`src/rtl/peripheral_bfm_master_arbiter.sv`:
```
// Round-robin arbiter that shares one single-beat AXI master port among NREQ requesters.
// Each grant becomes one AW+W+B or AR+R transaction; only one is ever in flight.
module peripheral_bfm_master_arbiter #(
  parameter int NREQ = 4
) (
  input  logic                 aclk,
  input  logic                 aresetn,
  input  logic [NREQ-1:0]      req_valid,
  input  logic [NREQ-1:0]      req_we,
  input  logic [NREQ*32-1:0]   req_addr,
  input  logic [NREQ*32-1:0]   req_wdata,
  input  logic [NREQ*4-1:0]    req_strb,
  output logic [NREQ-1:0]      req_ready,
  output logic [NREQ-1:0]      rsp_valid,
  output logic [31:0]          rsp_rdata,
  output logic                 rsp_err,
  output logic [31:0]          awadr,
  output logic                 awvalid,
  input  logic                 awready,
  output logic [31:0]          wrdata,
  output logic [3:0]           wstrb,
  output logic                 wvalid,
  input  logic                 wready,
  input  logic [1:0]           bresp,
  input  logic                 bvalid,
  output logic                 bready,
  output logic [31:0]          araddr,
  output logic                 arvalid,
  input  logic                 arready,
  input  logic [31:0]          rdata,
  input  logic [1:0]           rresp,
  input  logic                 rvalid,
  output logic                 rready
);
  localparam int IW = $clog2(NREQ);

  typedef enum logic [2:0] {IDLE, WADDR, WRESP, RADDR, RDATA} state_t;

  state_t                state, state_nxt;
  logic [IW-1:0]         rr_ptr, gnt, gnt_q, idx;
  logic                  found, grant;
  logic [NREQ-1:0][31:0] addr_v, wdata_v;
  logic [NREQ-1:0][3:0]  strb_v;
  logic [31:0]           addr_q, wdata_q;
  logic [3:0]            strb_q;

  assign addr_v  = req_addr;
  assign wdata_v = req_wdata;
  assign strb_v  = req_strb;

  // Scan starts just after the last winner, so the previous grantee has lowest priority.
  always_comb begin
    found = 1'b0;
    gnt   = '0;
    idx   = '0;
    for (int k = 1; k <= NREQ; k++) begin
      idx = IW'((int'(rr_ptr) + k) % NREQ);
      if (!found && req_valid[idx]) begin
        found = 1'b1;
        gnt   = idx;
      end
    end
  end

  assign grant = (state == IDLE) && found;

  // Gated by reset so the accept pulse is also quiet while the block is held in reset.
  always_comb begin
    req_ready = '0;
    if (grant && aresetn) req_ready[gnt] = 1'b1;
  end

  always_comb begin
    state_nxt = state;
    case (state)
      IDLE:    if (grant) state_nxt = req_we[gnt] ? WADDR : RADDR;
      WADDR:   if (!(awvalid && !awready) && !(wvalid && !wready)) state_nxt = WRESP;
      WRESP:   if (bvalid) state_nxt = IDLE;
      RADDR:   if (arready) state_nxt = RDATA;
      RDATA:   if (rvalid) state_nxt = IDLE;
      default: state_nxt = IDLE;
    endcase
  end

  always_ff @(posedge aclk or negedge aresetn) begin
    if (!aresetn) state <= IDLE;
    else          state <= state_nxt;
  end

  assign awadr  = addr_q;
  assign araddr = addr_q;
  assign wrdata = wdata_q;
  assign wstrb  = strb_q;

  always_ff @(posedge aclk or negedge aresetn) begin
    if (!aresetn) begin
      rr_ptr    <= IW'(NREQ - 1);
      gnt_q     <= '0;
      addr_q    <= '0;
      wdata_q   <= '0;
      strb_q    <= '0;
      awvalid   <= 1'b0;
      wvalid    <= 1'b0;
      bready    <= 1'b0;
      arvalid   <= 1'b0;
      rready    <= 1'b0;
      rsp_valid <= '0;
      rsp_rdata <= '0;
      rsp_err   <= 1'b0;
    end else begin
      rsp_valid <= '0;
      case (state)
        IDLE: if (grant) begin
          rr_ptr  <= gnt;
          gnt_q   <= gnt;
          addr_q  <= addr_v[gnt];
          wdata_q <= wdata_v[gnt];
          strb_q  <= strb_v[gnt];
          if (req_we[gnt]) begin
            awvalid <= 1'b1;
            wvalid  <= 1'b1;
          end else begin
            arvalid <= 1'b1;
          end
        end
        // AW and W retire independently; B is only opened once both are gone.
        WADDR: begin
          if (awready) awvalid <= 1'b0;
          if (wready)  wvalid  <= 1'b0;
          if (state_nxt == WRESP) bready <= 1'b1;
        end
        WRESP: if (bvalid) begin
          bready           <= 1'b0;
          rsp_valid[gnt_q] <= 1'b1;
          rsp_err          <= bresp[1];
          rsp_rdata        <= '0;
        end
        RADDR: if (arready) begin
          arvalid <= 1'b0;
          rready  <= 1'b1;
        end
        RDATA: if (rvalid) begin
          rready           <= 1'b0;
          rsp_valid[gnt_q] <= 1'b1;
          rsp_err          <= rresp[1];
          rsp_rdata        <= rdata;
        end
        default: ;
      endcase
    end
  end
endmodule

```
`config.mk`:
```
export PLATFORM = sky130hd
export DESIGN_NAME = peripheral_bfm_master_arbiter
export DESIGN_NICKNAME = d
export VERILOG_FILES = /design/src/rtl/peripheral_bfm_master_arbiter.sv
export SDC_FILE = /design/constraint.sdc
export NUM_CORES = 1
export LEC_CHECK = 0
export CAP_MARGIN = 15
export CORE_AREA = 2 2 184 186
export DETAILED_ROUTE_END_ITERATION = 7
export DIE_AREA = 0 0 186 188
export DONT_BUFFER_PORTS = 1
export PLACE_DENSITY = 0.45
export SLEW_MARGIN = 10
export SYNTH_ARGS = -nofsm -noshare
export SYNTH_HDL_FRONTEND = slang
export SYNTH_SLANG_ARGS = --single-unit
```
`constraint.sdc`:
```
create_clock -name aclk -period 1.91 [get_ports aclk]
set_clock_uncertainty 0.1 [all_clocks]
set_input_delay 0.191 -clock aclk [delete_from_list [all_inputs] [get_ports aclk]]
set_output_delay 0.191 -clock aclk [all_outputs]
set_load 0.005 [all_outputs]
```
==> summary.md, run 1 <==
| Metric | Value |
|---|---|
| Sequential area share after synthesis | `38.2%` |
| Htree depth | `4` |
| Synth Net Count | `1236` |
| RD Place Congestion | `0.816` |
| Mapped Cells | `913` |
| Count of cell types in the netlist | `44` |
| YS warnings | `0` |
| Resize count post-CTS | `42` |
| Mapped cell area | `7680 um^2` |
| Root Driver | `clkbuf_16` |
| First error | `[ERROR RSZ-0060] Max buffer count reached.` |
| Hpwl dp | `23.6 mm` |
| Initial Util | `23.2%` |
| Row cnt | `67` |
| Chip height | `188 um` |
| TritonCTS Buffers | `17` |
| Input/output buffers | `0` |
| Placed cell area | `8580 um^2` |
| Clock sinks | `117` |
| # Post-CTS Setup Buffers | `19` |
| Status | `aborted with a tool error` |
| Placed insts | `1303` |
| Flops & latches, synth | `117` |
| Syn_area_per_cell | `8.41 um^2` |
| # IOs | `469` |
| Max clock buf depth | `2` |
| # hold bufs at CTS | `274` |
| Fail Step | `clock tree synthesis` |
| Die W | `186 um` |
## cell families after synthesis
| group | synth area share [%] |
|---|---|
| compound gates | 31.3 |
| simple gates | 17.7 |
| buf+inv | 12.3 |
| flops | 38.2 |
| mux | 0.554 |
## through the flow
step | setup WS [ns] | hold WS [ns] | utilization [%]
after floorplan | -0.0198 | -0.205 | -
after global placement | -0.109 | -0.202 | 25.9
after detailed placement | -0.115 | -0.201 | 25.9
## synthesized netlist by cell type, drive strengths merged
master	count	area share, %
dfrtp	115	37
o21ai	111	7.3
nand2	80	3.9
nor2	78	3.8
inv	74	3.6
a21oi	73	4.8
a31oi	70	5.7
a221oi	68	12
and4	68	7.8
clkbuf	66	3.2
buf	64	5.5
and3	5	0.41
nand3	5	0.33
a21o	4	0.39
nand2b	4	0.33
nor3b	3	0.36
a22oi	2	0.20
dfstp	2	0.68
mux2i	2	0.26
nand3b	2	0.20
nor3	2	0.13
o22ai	2	0.24
a211o	1	0.11
and2	1	0.082
and2b	1	0.098
and3b	1	0.11
mux4	1	0.29
nor2b	1	0.082
o211a	1	0.13
o21bai	1	0.098
o221a	1	0.26
o221ai	1	0.11
o22a	1	0.11
o311a	1	0.13
or2	1	0.082
==> run 2: changes to the inputs <==
--- a/config.mk
+++ b/config.mk
@@ -6,11 +6,11 @@
 export NUM_CORES = 1
 export LEC_CHECK = 0
 export CAP_MARGIN = 15
-export CORE_AREA = 2 2 184 186
+export CORE_MARGIN = 2
+export CORE_UTILIZATION = 20
 export DETAILED_ROUTE_END_ITERATION = 7
-export DIE_AREA = 0 0 186 188
 export DONT_BUFFER_PORTS = 1
-export PLACE_DENSITY = 0.45
+export PLACE_DENSITY_LB_ADDON = 0.15
 export SLEW_MARGIN = 10
 export SYNTH_ARGS = -nofsm -noshare
 export SYNTH_HDL_FRONTEND = slang
==> constraint.sdc (replaced) <==
create_clock -name aclk -period 2.5 [get_ports aclk]
set_clock_uncertainty 0.1 [all_clocks]
set_input_delay 0.25 -clock aclk [delete_from_list [all_inputs] [get_ports aclk]]
set_output_delay 0.25 -clock aclk [all_outputs]
set_load 0.005 [all_outputs]
==> summary.md, run 2 <==
| Metric | Value |
|---|---|
| Status | `finished with violations` |
| Failing checks | `hold timing` |
| Synth Net Count | `1236` |
| Slew HR | `57.1%` |
| Finished Cell Area | `11300 um^2` |
| Pwr per Cell Area | `1080 nW/um^2` |
| Final WL | `34.8 mm` |
| Min Hold Slack | `-0.589 ns` |
| # IOs | `469` |
| Antenna violations before repair | `4` |
| GRT Total Usage | `16.3%` |
| Count leader, synth | `dfrtp_1` |
| Placed cell area | `8200 um^2` |
| Worst-path clk slew | `0.06 ns` |
| Total of max-cap violations | `0` |
| Chip height | `200 um` |
| Mapped cell area | `7680 um^2` |
| Commonest non-fill, non-tap cell in the layout | `dlygate4sd3_1` |
| Ys async rst share | `100%` |
| Worst Path Buf+Inv | `2` |
| CP arrival | `2.62 ns` |
| Lkg Pwr | `0.00464 uW` |
| P&R area growth vs syn | `46.9%` |
| RD Place Congestion | `0.764` |
| Post-synthesis xor/xnor area fraction | `0%` |
| Worst setup startpoint | `rr_ptr[1]$_DFFE_PN1P_` |
| Synth top area cells | `dfrtp_1 37%, a221oi_2 9.6%, and4_1 7.8%, o21ai_1 6.4%, a31oi_1 5.7%` |
| Post-synth EDFFs | `0` |
| TritonCTS Buffers | `17` |
| Drt first-iter violations | `267` |
| Htree depth | `4` |
| Adder-Cell Fraction of Synth Area | `0%` |
| Mapped Cells | `913` |
| Final Hold Viols | `117` |
| Input/output buffers | `0` |
| Initial Util | `20.3%` |
| Commonest cells in the netlist | `115 x dfrtp_1, 98 x o21ai_1, 80 x nand2_1` |
| # hold bufs at CTS | `230` |
| Flops & latches, synth | `117` |
| Largest family of logic cells by synthesized area | `compound AO/OA/AOI/OAI gates` |
| YS warnings | `0` |
| CORE AREA | `37800 um^2` |
| Initial DRT Pass Iterations | `4` |
| Reg-to-reg critical path startpoint | `rr_ptr[1]$_DFFE_PN1P_` |
| Maximum vdd ir drop | `0.000491 V` |
| Share of layout cells above drive strength 1 | `13.5%` |
| Worst-Margin Slew | `0.641 ns` |
| Dpl ws | `0.230 ns` |
| Routed wire per std cell | `21.7 um` |
| Largest net degree at the start of global routing | `122` |
| F_max | `0.414 GHz` |
| Root Driver | `clkbuf_16` |
| Slowest cell on the critical path | `dfstp_2` |
| Hold WC Path Type | `input pin to asynchronous set/reset pin` |
| Clock sinks | `117` |
| Most frequent cells in the layout | `230 x dlygate4sd3_1, 115 x dfrtp_1, 97 x o21ai_1` |
| Top Family by Delay on Critical Path | `buffers and inverters` |
| CP Cell Sequence | `nor2_1 -> o311a_4 -> clkbuf_16 -> a221oi_2 -> dlygate4sd3_1 -> a21oi_1` |
| Post-synthesis simple-gate area fraction | `17.7%` |
| Final WS setup | `0.0840 ns` |
| RSZ-0062 raised after global routing | `no` |
| Syn_area_per_cell | `8.41 um^2` |
| CP Capture Type | `register` |
| First-pass GRT wire length | `48.1 mm` |
| Drc violations | `0` |
| Pwr Total | `12200 uW` |
| Count of cell types in the netlist | `44` |
| Max Slew Vio Count | `0` |
| Vias in the first global route | `7879` |
| Die W | `200 um` |
| Critical Path RT | `2.70 ns` |
| GRT overflow | `0` |
| Die footprint | `40000 um^2` |
| Main synth FF type | `dfrtp_1` |
| Synth Area in Compound Gates | `31.3%` |
| Vias per inst | `4.83` |
| Max incr delay on CP | `0.59 ns` |
| Hpwl dp | `23.4 mm` |
| CTS tree | `built` |
| Worst skew pair latency | `0.43 ns` |
| Max clock buf depth | `2` |
| Crit share post-route | `96.6%` |
| # setup viols final | `0` |
| Critical Path Fanout Max | `11` |
| Minimum clock period after layout | `2.42 ns` |
| Startpoint Class | `register` |
| Mux cell area share after synthesis | `0.554%` |
| Layout Nets | `1405` |
| Row cnt | `71` |
| Fin Setup TNS | `0 ns` |
| Sequential area share after synthesis | `38.2%` |
| Yosys top cell area share | `37.5%` |
| Dominant cell type by area after synthesis | `dfrtp_1` |
| Critical path class | `register to register` |
| Slack of the worst reg-to-reg path | `0.08 ns` |
| Final ANT Viol Nets | `0` |
| Vias | `7767` |
[run 2: layout make-up]
type | count | area (um^2)
inverter | 74 | 278
fill | 3992 | 26500
antenna | 3 | 7.51
sequential | 117 | 2930
multi-input combinational | 592 | 3880
clock buffer | 19 | 443
clock inverter | 13 | 216
timing repair buffer | 280 | 2890
tap | 511 | 639
[run 2: power by group]
part / internal, uW / switching, uW
Sequential: 2700 / 937
Clock: 1810 / 1020
Combinational: 2450 / 3290
[run 2: path summary, 6_finish.rpt]
kind                                        endpoint  depth (start not counted)
max                           araddr[28]$_DFFE_PN0P_                          6
min                        rsp_rdata[10]$_DFFE_PN0P_                          0
max reg2reg                   araddr[28]$_DFFE_PN0P_                          6
min reg2reg                   rsp_valid[1]$_DFF_PN0_                          1
max in group asynchronous      rr_ptr[0]$_DFFE_PN1P_                          0
min in group aclk             araddr[10]$_DFFE_PN0P_                          4
[run 2: cell families after synthesis]
family,count (synthesis)
compound gates,337
simple gates,252
buf+inv,204
flops,117
mux,3
[run 2: what timing repair did]
item,CTS,global route
pin swaps,0,1
cloned,0,2
endpoints found under the hold margin,227,117
setup buffers,0,8
setup endpoints to repair,1,13
resized for setup,1,1
[run 2: worst register-to-register path, cell delays in order, from the launching register on]
cell and delay [ns]:
dfstp_2 0.59, nor2_1 0.07, o311a_4 0.40, clkbuf_16 0.21, a221oi_2 0.28, dlygate4sd3_1 0.58
a21oi_1 0.06
[run 2: stage by stage]
| stage | utilization, % | instances |
|---|---|---|
| after floorplan | - | 913 |
| after global placement | 21.7 | 1334 |
| after detailed placement | 21.7 | 1334 |
| after CTS | 29.6 | 1596 |
| after global routing | 29.9 | 1608 |
| final | 29.9 | 1609 |
[run 2: per-layer routing]
metal / vias to the layer above / global-route usage (%) / wire length [um]
met1: 3717 / 18.7 / 13900
met5: - / 0 / 13
met2: 360 / 27.1 / 17000
met4: 2 / 6.64 / 1090
li1: 3637 / - / -
met3: 51 / 6.38 / 2810
Power figures use the tool's default switching activity.
